$ cat src/rtl/hazard_pkg.sv
// Shared types and constants for the operand-bypass / load-use interlock block.
package hazard_pkg;

    localparam int RA_W_MAX = 8;
    localparam int RDY_W    = 4;

    localparam int SEL_REGFILE = 0;
    localparam int SEL_MEM     = 2;
    localparam int SEL_WB      = 3;

    localparam int LOAD_RDY_DEF = 2;
    localparam int ALU_RDY_DEF  = 1;

    // rd is held at the widest supported register width; narrower cores zero-extend
    typedef struct packed {
        logic                valid;
        logic [RA_W_MAX-1:0] rd;
        logic [RDY_W-1:0]    rdy;
    } sb_entry_t;

    localparam sb_entry_t SB_BUBBLE = '{1'b0, {RA_W_MAX{1'b0}}, {RDY_W{1'b0}}};

endpackage

$ cat src/rtl/hazard_forward_unit_fwd_port_match.sv
// Youngest-first scoreboard lookup for one read operand: hit, load-use hazard and bypass select.
module fwd_port_match
    import hazard_pkg::*;
#(
    parameter int RA_W    = 3,
    parameter int DEPTH   = 3,
    parameter int SEL_W   = 2,
    parameter int ZERO_HW = 1
) (
    input  sb_entry_t [DEPTH:1] ent,
    input  logic [RA_W-1:0]     rs,
    input  logic                used,
    output logic                hit,
    output logic                hazard,
    output logic [SEL_W-1:0]    next_sel
);

    logic rs_zero_s;

    assign rs_zero_s = (ZERO_HW != 0) && (rs == {RA_W{1'b0}});

    // Scan oldest to youngest so the youngest match overwrites older ones
    always_comb begin
        hit      = 1'b0;
        hazard   = 1'b0;
        next_sel = SEL_W'(SEL_REGFILE);
        for (int k = DEPTH; k >= 1; k--) begin
            logic m;
            m        = used && !rs_zero_s && ent[k].valid && (ent[k].rd == RA_W_MAX'(rs));
            hit      = hit | m;
            hazard   = m ? (k < int'(ent[k].rdy)) : hazard;
            next_sel = m ? ((k == DEPTH) ? SEL_W'(SEL_REGFILE) : SEL_W'(k + 1)) : next_sel;
        end
    end

endmodule

$ cat src/rtl/hazard_forward_unit.sv
// Multi-stage operand bypass and load-use interlock: scoreboard shift register,
// stall/accept decision, registered EX bypass selects and a saturating stall counter.
module hazard_forward_unit
    import hazard_pkg::*;
#(
    parameter int RA_W     = 3,
    parameter int NUM_RD   = 2,
    parameter int DEPTH    = 3,
    parameter int LOAD_RDY = LOAD_RDY_DEF,
    parameter int ALU_RDY  = ALU_RDY_DEF,
    parameter int ZERO_HW  = 1,
    parameter int CNT_W    = 16,
    localparam int SEL_W   = $clog2(DEPTH + 1)
) (
    input  logic                    clk,
    input  logic                    rst,
    input  logic                    id_valid,
    input  logic [NUM_RD*RA_W-1:0]  id_rs,
    input  logic [NUM_RD-1:0]       id_rs_used,
    input  logic [RA_W-1:0]         id_rd,
    input  logic                    id_regwrite,
    input  logic                    id_is_load,
    input  logic                    flush,
    output logic                    id_accept,
    output logic                    stall,
    output logic [NUM_RD*SEL_W-1:0] fwd_sel,
    output logic [CNT_W-1:0]        stall_count
);

    sb_entry_t [DEPTH:1]     ent_q, ent_d;
    sb_entry_t               new_ent_s;
    logic [NUM_RD-1:0]       hit_s, haz_s;
    logic [NUM_RD*SEL_W-1:0] next_sel_s, fwd_sel_q, fwd_sel_d;
    logic [CNT_W-1:0]        stall_count_q, stall_count_d;

    for (genvar p = 0; p < NUM_RD; p++) begin : g_port
        fwd_port_match #(
            .RA_W    (RA_W),
            .DEPTH   (DEPTH),
            .SEL_W   (SEL_W),
            .ZERO_HW (ZERO_HW)
        ) u_match (
            .ent      (ent_q),
            .rs       (id_rs[p*RA_W +: RA_W]),
            .used     (id_rs_used[p]),
            .hit      (hit_s[p]),
            .hazard   (haz_s[p]),
            .next_sel (next_sel_s[p*SEL_W +: SEL_W])
        );
    end

    // Interlock decision, scoreboard advance, select and counter next-state
    always_comb begin
        stall     = id_valid & ~flush & (|(hit_s & haz_s));
        id_accept = id_valid & ~flush & ~stall;

        new_ent_s       = SB_BUBBLE;
        new_ent_s.valid = id_accept & id_regwrite &
                          ~((ZERO_HW != 0) && (id_rd == {RA_W{1'b0}}));
        new_ent_s.rd    = RA_W_MAX'(id_rd);
        new_ent_s.rdy   = id_is_load ? RDY_W'(LOAD_RDY) : RDY_W'(ALU_RDY);

        ent_d    = ent_q;
        ent_d[1] = new_ent_s.valid ? new_ent_s : SB_BUBBLE;
        // A flush also kills the instruction currently in EX as it moves on
        for (int k = 2; k <= DEPTH; k++) begin
            ent_d[k] = ((k == 2) && flush) ? SB_BUBBLE : ent_q[k-1];
        end

        fwd_sel_d = id_accept ? next_sel_s : {(NUM_RD*SEL_W){1'b0}};

        stall_count_d = (stall && (stall_count_q != {CNT_W{1'b1}}))
                      ? stall_count_q + CNT_W'(1) : stall_count_q;
    end

    // State registers with asynchronous clear
    always_ff @(posedge clk or posedge rst) begin
        if (rst) begin
            ent_q         <= {DEPTH{SB_BUBBLE}};
            fwd_sel_q     <= {(NUM_RD*SEL_W){1'b0}};
            stall_count_q <= {CNT_W{1'b0}};
        end else begin
            ent_q         <= ent_d;
            fwd_sel_q     <= fwd_sel_d;
            stall_count_q <= stall_count_d;
        end
    end

    assign fwd_sel     = fwd_sel_q;
    assign stall_count = stall_count_q;

endmodule

$ cat config.mk
export PLATFORM = sky130hd
export DESIGN_NAME = hazard_forward_unit
export DESIGN_NICKNAME = d
export VERILOG_FILES = /design/src/rtl/hazard_pkg.sv /design/src/rtl/hazard_forward_unit_fwd_port_match.sv /design/src/rtl/hazard_forward_unit.sv
export SDC_FILE = /design/constraint.sdc
export NUM_CORES = 1
export LEC_CHECK = 0
export ABC_AREA = 0
export CORE_AREA = 8 8 72 74
export DETAILED_ROUTE_END_ITERATION = 7
export DIE_AREA = 0 0 80 82
export DONT_BUFFER_PORTS = 1
export PLACE_DENSITY = 0.52
export REMOVE_ABC_BUFFERS = 1
export SYNTH_ARGS = -nofsm -noshare
export SYNTH_HDL_FRONTEND = slang
export SYNTH_SLANG_ARGS = --single-unit
$ cat constraint.sdc
create_clock -name clk -period 2.5 [get_ports clk]
set_input_delay 0.375 -clock clk [delete_from_list [all_inputs] [get_ports clk]]
set_output_delay 0.375 -clock clk [all_outputs]
set_load 0.02 [all_outputs]
**Word level (Yosys, flattened, before mapping)**

Cells that the tools add are included.

- Register bits after elaboration: 59
- Bits of input ports: 17
- Output and inout bits: 22
- Word-level logic and storage cells: 70

- Add/subtract/negate cells: 1
- Order comparisons: 3
- Equality and inequality tests: 7
- Mux-type cells: 14
- Bitwise operators: 13
- Reductions and logical operators: 21

Operators by type and width:

| cell | number |
|---|---|
| == test 8 x 3 -> 1 bit | 6 |
| 2-to-1 mux 13 bit | 2 |
| adder 16 x 1 -> 16 bit (second input constant) | 1 |
| != test 16 bit (second input constant) | 1 |
| logical AND 1 bit | 15 |
| 2-to-1 mux 2 bit | 5 |
| zero test 3 bit | 3 |
| < comparator 2 x 4 -> 1 bit (first input constant) | 2 |
| 2-to-1 mux 1 bit | 6 |
| AND 1 bit | 5 |
| < comparator 1 x 4 -> 1 bit (first input constant) | 1 |
| 2-to-1 mux 4 bit | 1 |
| OR 1 bit | 4 |
| NOT 1 bit | 3 |
| AND 2 bit | 1 |
| zero test 1 bit | 2 |
| OR reduction 2 bit | 1 |

**Longest topological paths before layout**

Gate-level depths: netlist of the first run.

- Word-level depth: 16
- Gate-level depth with buffers: 9
- Depth with buffers taken out: 8

**Cells and area by module**

Synthesis of the first run repeated with hierarchy kept, for this count alone.

- Cells, all modules: 201
- Area, all modules: 2093.3 µm²

By module, submodules not included:

| module | times used | cells each | area an instance (µm²) | sequential area each (µm²) |
|---|---|---|---|---|
| hazard_forward_unit | 1 | 119 | 1540.2 | 950.9 |
| fwd_port_match | 2 | 41 | 276.5 | 0.0 |

**Worst setup path before layout of the first run**

No wires, ideal clock.

- Kind: reg2reg
- From: reg stall_count_q[0] (netlist: stall_count[0])
- To: reg stall_count_q[1] (netlist: stall_count[1])
- Library setup time: 0.125 ns
- Data arrival time: 2.201 ns
- Required time: 2.375 ns
- Slack: 0.174 ns
- Cell stages (with the launch flop): 8
- Path buffers: 1
- Period minus slack after synthesis: 2.326 ns
- Cell sequence: dfrtp_1 > ha_1 > nand3_1 > or4_1 > o21ba_2 > o31ai_1 > buf_4 > mux2_2

- Word-level cells in the longest chain between the ends: 2
- Elaborated cells between the ends (all ways): 3
- Classes of those cells: 1 x add/sub; 1 x eq/ne; 1 x reduce/logical

RTL lines:

| what | line | text |
|---|---|---|
| start: declaration | hazard_forward_unit.sv:34 | `logic [CNT_W-1:0] stall_count_q, stall_count_d;` |
| start signal: assignment | hazard_forward_unit.sv:81 | `stall_count_q <= {CNT_W{1'b0}};` |
| start signal: assignment | hazard_forward_unit.sv:85 | `stall_count_q <= stall_count_d;` |
| branches (longest 2 deep; another with adder 16 x 1 -> 16 bit) | - |  |

Several ways; the timed one is not identified.
A chain may end at the register's enable or synchronous reset.

**Worst setup path after layout of the first run**

- From: reg ent_q[6] in the netlist's numbering
- To: out id_accept

- Word-level cells in the longest chain between the ends: 8
- Elaborated cells between the ends (all ways): 13
- Classes of those cells: 2 x eq/ne; 2 x mux; 6 x bitwise; 3 x reduce/logical

RTL lines:

| what | line | text |
|---|---|---|
| start: declaration | hazard_forward_unit.sv:30 | `sb_entry_t [DEPTH:1] ent_q, ent_d;` |
| start signal: assignment | hazard_forward_unit.sv:79 | `ent_q <= {DEPTH{SB_BUBBLE}};` |
| start signal: assignment | hazard_forward_unit.sv:83 | `ent_q <= ent_d;` |
| == test 8 x 3 -> 1 bit | hazard_forward_unit_fwd_port_match.sv:29 | `m = used && !rs_zero_s && ent[k].valid && (ent[k].rd == RA_W_MAX'(rs));` |
| logical AND 1 bit | hazard_forward_unit_fwd_port_match.sv:29 |  |
| OR 1 bit / 2-to-1 mux 1 bit (equally long branches) | hazard_forward_unit_fwd_port_match.sv:30, hazard_forward_unit_fwd_port_match.sv:31 |  |
| AND 2 bit (*) | hazard_forward_unit.sv:54 | `stall = id_valid & ~flush & (\|(hit_s & haz_s));` |
| OR reduction 2 bit (*) | hazard_forward_unit.sv:54 |  |
| AND 1 bit (*) | hazard_forward_unit.sv:54 |  |
| NOT 1 bit (*) | hazard_forward_unit.sv:55 | `id_accept = id_valid & ~flush & ~stall;` |
| AND 1 bit (*) | hazard_forward_unit.sv:55 |  |
| end: declaration | hazard_forward_unit.sv:24 | `output logic id_accept,` |

Every way passes the cells marked *; elsewhere a longest branch is shown, timed or not.

==> summary.md, run 1 <==
| Metric | Value |
|---|---|
| Comb pwr share | `4.5%` |
| Number of port buffers | `0` |
| Worst R2R Start | `stall_count[0]` |
| Core area | `4140 sq um` |
| First-pass GRT wire length | `5380 microns` |
| Routability Congestion | `0.854` |
| CTS sink cnt | `32` |
| Yosys reg bits | `32` |
| Chip height | `82 microns` |
| Cell internal pwr | `896 uW` |
| Crit Path Class | `reg -> out` |
| Die ar. | `6560 sq um` |
| Period utilization | `97.7%` |
| FFs w/ async S/R, synth | `100%` |
| Post-Syn Area | `1550 sq um` |
| Slew Limit Fails | `0` |
| Vias post-DR | `1106` |
| Startpoint types | `flop` |
| Final wirelength | `3310 microns` |
| Relative slew slack | `61.3%` |
| Avg Vias per Cell | `5.19` |
| Max-cap violation count | `0` |
| Final setup fails | `0` |
| Status | `finished, final reports clean` |
| Max incr delay on CP | `0.44 ns` |
| Dpl cells | `205` |
| Initial core utilization | `37.4%` |
| Worst-path fanout max | `9` |
| Cell family with most CP delay | `simple AND/OR/NAND/NOR gates` |
| Critical R2R Capture | `stall_count[1]` |
| P_leak | `0.000855 uW` |
| Crit end category | `output pin` |
| Number of global-route vias before repair | `1162` |
| CTS Buf Count | `5` |
| Tmin final | `2.44 ns` |
| Fmax | `0.409 GHz` |
| Peak supply drop | `249 uV` |
| # IOs | `39` |
| Critical path, cell by cell | `xnor2_2, and4_1, nor4_2, or3_4, or2_4, inv_4` |
| Tightest Pin Transition | `0.576 ns` |
| TritonRoute pass-1 iters | `4` |
| Buf+Inv Stages, Crit Path | `1` |
| Critical path arrival | `2.07 ns` |
| Largest net degree at the start of global routing | `33` |
| GRT overflow | `0` |
| GRT Overall Usage | `10.6%` |
| Total Nets Final | `178` |
| Die Wd | `80 microns` |
| H-tree Lvls | `2` |
| WL/cell | `15.5 microns` |
| Syn Inst Count | `142` |
| CP Data Required Time | `2.12 ns` |
| Grt met2 use | `17.0%` |
| Post-synth top flop | `dfrtp_1` |
| Number of synthesized flops with an enable pin | `0` |
| Layout cells sized above 1 | `23.6%` |
| ANT nets after route | `0` |
| N_diodes | `0` |
| Most common cell after layout, fill and taps aside | `dfrtp_1` |
| Clock Latency Late Sink | `0.27 ns` |
| Sequential fraction of the synthesis area | `51.7%` |
| PnR Total Power | `1110 uW` |
| FF-to-FF path depth | `7` |
| CTS max path bufs | `2` |
| Hold/Removal Path Class | `in -> async` |
| PwrDens | `600 nW/um^2` |
| Worst clock skew | `0.00189 ns` |
| Residual DRC count | `0` |
| DR iter-0 viols | `6` |
| Clock Pin Slew Worst Setup and Hold Paths | `0.07 ns` |
| Synth-to-Final Area Change | `19.7%` |
| Initial antenna violation count | `0` |
| Num rows | `24` |
| Synth Warn # | `0` |
| Seq pwr share | `47.3%` |
| Clk Tree Root Cell | `clkbuf_8` |
| P_sw | `218 uW` |
| RSZ-0062 raised after global routing | `yes` |
| Reg2Reg Setup Slack | `0.27 ns` |
| Met3 Use GR | `5.69%` |
| CTS tree | `yes` |
| Met1 usage | `11.4%` |
| Final HPWL DP | `2600 microns` |
| Clock power frac | `48.2%` |
| Most frequent cells in the layout | `31 x dfrtp_1, 13 x buf_4, 12 x xnor2_1, 9 x xor2_1, 9 x nor3_1` |
| Mapped Avg Cell Area | `10.9 sq um` |
| GR peak layer | `met2` |
| Hold Fails Final Rpt | `0` |
| Fin cells | `213` |
| Hold Buf Count CTS | `0` |
| Count of cell types in the netlist | `36` |
| Net Sw Frac | `19.5%` |
| Slowest CP cell | `dfrtp_1` |
Yosys cell counts (2+ instances only):
library cell / n / share of area, %
nor4_1: 4 / 1.6
nand4_1: 8 / 3.2
xor2_1: 9 / 5.1
a211oi_1: 2 / 0.97
and4_1: 3 / 1.7
nand3_1: 4 / 1.3
nor3_1: 9 / 2.9
dfrtp_1: 32 / 52
a21oi_1: 3 / 0.97
nand2_1: 6 / 1.5
xnor2_1: 15 / 8.5
nor2b_1: 8 / 3.2
o31ai_1: 2 / 0.97
inv_1: 5 / 1.2
and3_1: 4 / 1.6
nor2_1: 8 / 1.9
state kept, by name (all words and copies together), names as in the netlist:
register     cells
ent_q            6
ent_d            6
stall_count     16
fwd_sel          4
per-stage QoR:
step                      util [%]  setup slack (ns)  setup TNS [ns]  hold WS [ns]  area, sq um
after floorplan                  -             0.146               0         0.439         1530
after global placement        40.9             0.239               0         0.371         1690
after detailed placement      40.9             0.233               0         0.372         1690
after CTS                     44.0            0.0114               0        0.0713         1820
after global routing          44.7           -0.0217         -0.0217        0.0931         1850
final                         44.7            0.0571               0        0.0659         1850
power groups by stage:
| stage | Clock, uW | Combinational [uW] | Sequential [uW] |
|---|---|---|---|
| finish | 537 | 49.8 | 527 |
| global route | 578 | 55.0 | 527 |
| CTS | 554 | 48.7 | 526 |
| detailed placement | 0 | 48.4 | 536 |
| global placement | 0 | 46.3 | 536 |
| floorplan | 0 | 38.2 | 535 |
per-layer routing:
metal / part of all wire (%) / wire length, microns
met5: 0 / 0
met4: 0.88 / 29
met3: 11 / 360
met2: 48 / 1610
met1: 40 / 1320
worst max path at each step:
stage	startpoint	end	cells after the start
after global routing	ent_q[6]	id_accept	6
after detailed placement	id_rs[1]	id_accept	5
final	ent_q[6]	id_accept	6
after CTS	ent_q[5]	id_accept	6
after floorplan	stall_count[0]	stall_count[1]	6
after global placement	id_rs[1]	id_accept	5
worst register-to-register path: stages (launching register included):
cell and delay (ns):
dfrtp_1 0.35, ha_1 0.16, nand3_1 0.11, or4_1 0.61, o21ba_2 0.24, o31ai_1 0.07
buf_4 0.24, mux2_2 0.34
cells by family after synthesis:
group           share of synthesized area (%)
buf+inv                                  2.83
mux                                     0.727
simple gates                             25.3
xor+xnor                                 13.6
fa+ha+maj                               0.808
flops                                    51.7
compound gates                           5.09
repair_timing:
item,in CTS,in global routing
endpoints found under the hold margin,0,0
gates resized for setup,1,5
pin swaps,0,3
setup buffers,0,0
setup endpoints to repair,1,2
final cells by class:
class	count	area, sq um
multi-input cells	102	738
inverters	6	25.0
clock inverters	1	30.0
clock buffers	7	96.3
repair buffers	13	97.6
well taps	52	65.1
fillers	402	2290
flip-flops and latches	32	802
Power figures use the tool's default switching activity.
==> run 2: changes to the inputs <==
Settings changed: ABC_CLOCK_PERIOD_IN_PS set to 2500, SKIP_LAST_GASP set to 1.
==> run 2 against run 1 <==
  * Total power hardly changed
  * Cell count stayed put
  * First-iteration DRC count stayed put
  * Die area stayed put
  * Via count is 0.90% higher
  * Register-to-register slack hardly changed
  * Cell area is 0.47% lower
  * Clock power hardly changed
  * Count of clock-buffer cells in the layout stayed put
  * Critical path type unchanged
  * Highest routed layer unchanged
==> summary.md, run 2 (same netlist as run 1, synthesis figures left out) <==
| Metric | Value |
|---|---|
| Status | `finished, final reports clean (unchanged)` |
| CTS max path bufs | `2 (unchanged)` |
| Avg Vias per Cell | `5.24 (was 5.19)` |
| Relative slew slack | `60.6% (was 61.3%)` |
| # IOs | `39 (unchanged)` |
| Dpl cells | `205 (unchanged)` |
| Initial antenna violation count | `0 (unchanged)` |
| Most frequent cells in the layout | `32 x dfrtp_1, 13 x xnor2_1, 13 x buf_4, 9 x xor2_1, 9 x nor3_1 (was 31 x dfrtp_1, 13 x buf_4, 12 x xnor2_1, 9 x xor2_1, 9 x nor3_1)` |
| CTS sink cnt | `32 (unchanged)` |
| Num rows | `24 (unchanged)` |
| Critical path, cell by cell | `xnor2_2, and4_1, nor4_2, or3_4, or2_4, inv_4 (unchanged)` |
| Die ar. | `6560 sq um (unchanged)` |
| Hold Fails Final Rpt | `0 (unchanged)` |
| Worst clock skew | `0.00213 ns (was 0.00189 ns)` |
| CP Data Required Time | `2.12 ns (about the same)` |
| Tmin final | `2.47 ns (was 2.44 ns)` |
| H-tree Lvls | `2 (unchanged)` |
| Largest net degree at the start of global routing | `33 (unchanged)` |
| Startpoint types | `flop (unchanged)` |
| Number of port buffers | `0 (unchanged)` |
| Chip height | `82 microns (unchanged)` |
| Slowest CP cell | `dfrtp_1 (unchanged)` |
| Initial core utilization | `37.4% (unchanged)` |
| Fin cells | `213 (unchanged)` |
| P_leak | `0.000851 uW (was 0.000855 uW)` |
| Worst-path fanout max | `9 (unchanged)` |
| Clk Tree Root Cell | `clkbuf_8 (unchanged)` |
| Final setup fails | `0 (unchanged)` |
| DR iter-0 viols | `6 (unchanged)` |
| Buf+Inv Stages, Crit Path | `1 (unchanged)` |
| Crit Path Class | `reg -> out (unchanged)` |
| Max incr delay on CP | `0.46 ns (was 0.44 ns)` |
| Residual DRC count | `0 (unchanged)` |
| Hold/Removal Path Class | `in -> async (unchanged)` |
| Core area | `4140 sq um (unchanged)` |
| Crit end category | `output pin (unchanged)` |
| Peak supply drop | `249 uV (about the same)` |
| First-pass GRT wire length | `5380 microns (unchanged)` |
| CTS Buf Count | `5 (unchanged)` |
| Tightest Pin Transition | `0.586 ns (was 0.576 ns)` |
| Most common cell after layout, fill and taps aside | `dfrtp_1 (unchanged)` |
| Total Nets Final | `178 (unchanged)` |
| Slew Limit Fails | `0 (unchanged)` |
| Final wirelength | `3330 microns (was 3310 microns)` |
| GRT Overall Usage | `10.6% (unchanged)` |
| # Post-CTS Setup Buffers | `0 (unchanged)` |
| CTS tree | `yes (unchanged)` |
| Synth-to-Final Area Change | `19.1% (was 19.7%)` |
| N_diodes | `0 (unchanged)` |
| Fmax | `0.404 GHz (was 0.409 GHz)` |
| GRT overflow | `0 (unchanged)` |
| Period utilization | `99.0% (was 97.7%)` |
| PwrDens | `604 nW/um^2 (was 600 nW/um^2)` |
| Max FFs per register | `16 (unchanged)` |
| Die Wd | `80 microns (unchanged)` |
| Layout cells sized above 1 | `22.4% (was 23.6%)` |
| RSZ-0062 raised after global routing | `yes (unchanged)` |
| PnR Total Power | `1110 uW (about the same)` |
| TritonRoute pass-1 iters | `4 (unchanged)` |
| Routability Congestion | `0.854 (unchanged)` |
| Clock Pin Slew Worst Setup and Hold Paths | `0.07 ns (about the same)` |
| WL/cell | `15.6 microns (was 15.5 microns)` |
| Vias post-DR | `1116 (was 1106)` |
| Cell family with most CP delay | `simple AND/OR/NAND/NOR gates (unchanged)` |
| Final HPWL DP | `2600 microns (unchanged)` |
| Number of global-route vias before repair | `1162 (unchanged)` |
| Max-cap violation count | `0 (unchanged)` |
| ANT nets after route | `0 (unchanged)` |
| Critical path arrival | `2.10 ns (was 2.07 ns)` |
| Clock Latency Late Sink | `0.28 ns (was 0.27 ns)` |
run 2: area by class of cell:
| type | instances | area (sq um) |
|---|---|---|
| Clock buffer | 7 | 96.3 |
| Fill cell | 402 | 2300 |
| Inverter | 6 | 25.0 |
| Clock inverter | 1 | 30.0 |
| Multi-Input combinational cell | 102 | 731 |
| Sequential cell | 32 | 801 |
| Tap cell | 52 | 65.1 |
| Timing Repair Buffer | 13 | 97.6 |
run 2: what timing repair did:
action | in CTS | in global routing
resized for setup | 1 | 3
hold buffers | 0 | 0
setup endpoints to repair | 1 | 2
pin swaps | 0 | 0
run 2: layer usage:
metal	part of all wire, %	vias up	track usage (%)
met1	41	543	11.4
met5	0	-	0
li1	-	537	-
met4	1.2	0	4.36
met2	48	30	17.0
met3	10	6	5.69
run 2: metrics by stage:
| stage | cell area (sq um) | setup WS (ns) | hold slack (ns) | utilization, % | TNS [ns] |
|---|---|---|---|---|---|
| after floorplan | 1530 | 0.146 | 0.439 | - | 0 |
| after global placement | 1690 | 0.239 | 0.371 | 40.9 | 0 |
| after detailed placement | 1690 | 0.233 | 0.372 | 40.9 | 0 |
| after CTS | 1820 | 0.0114 | 0.0713 | 44.0 | 0 |
| after global routing | 1850 | -0.0511 | 0.0932 | 44.5 | -0.0511 |
| final | 1850 | 0.0260 | 0.0555 | 44.5 | 0 |
run 2: worst paths after layout:
kind	startpoint	end	slack, ns	cells after the start
setup / recovery	ent_q[5]	id_accept	0.03	6
hold / removal	rst	fwd_sel[2]	0.06	2
setup reg to reg	stall_count[1]	stall_count[1]	0.28	7
hold reg to reg	ent_q[0]	ent_d[26]	0.47	1
max in group asynchronous	rst	ent_d[30]	2.15	2
min in group clk	flush	ent_d[38]	0.15	1
run 2: report_power, final:
| group | internal [uW] | total [uW] | switching [uW] |
|---|---|---|---|
| Clock | 352 | 538 | 187 |
| Combinational | 21.1 | 49.2 | 28.1 |
| Sequential | 522 | 527 | 4.45 |
| Total | 895 | 1110 | 219 |
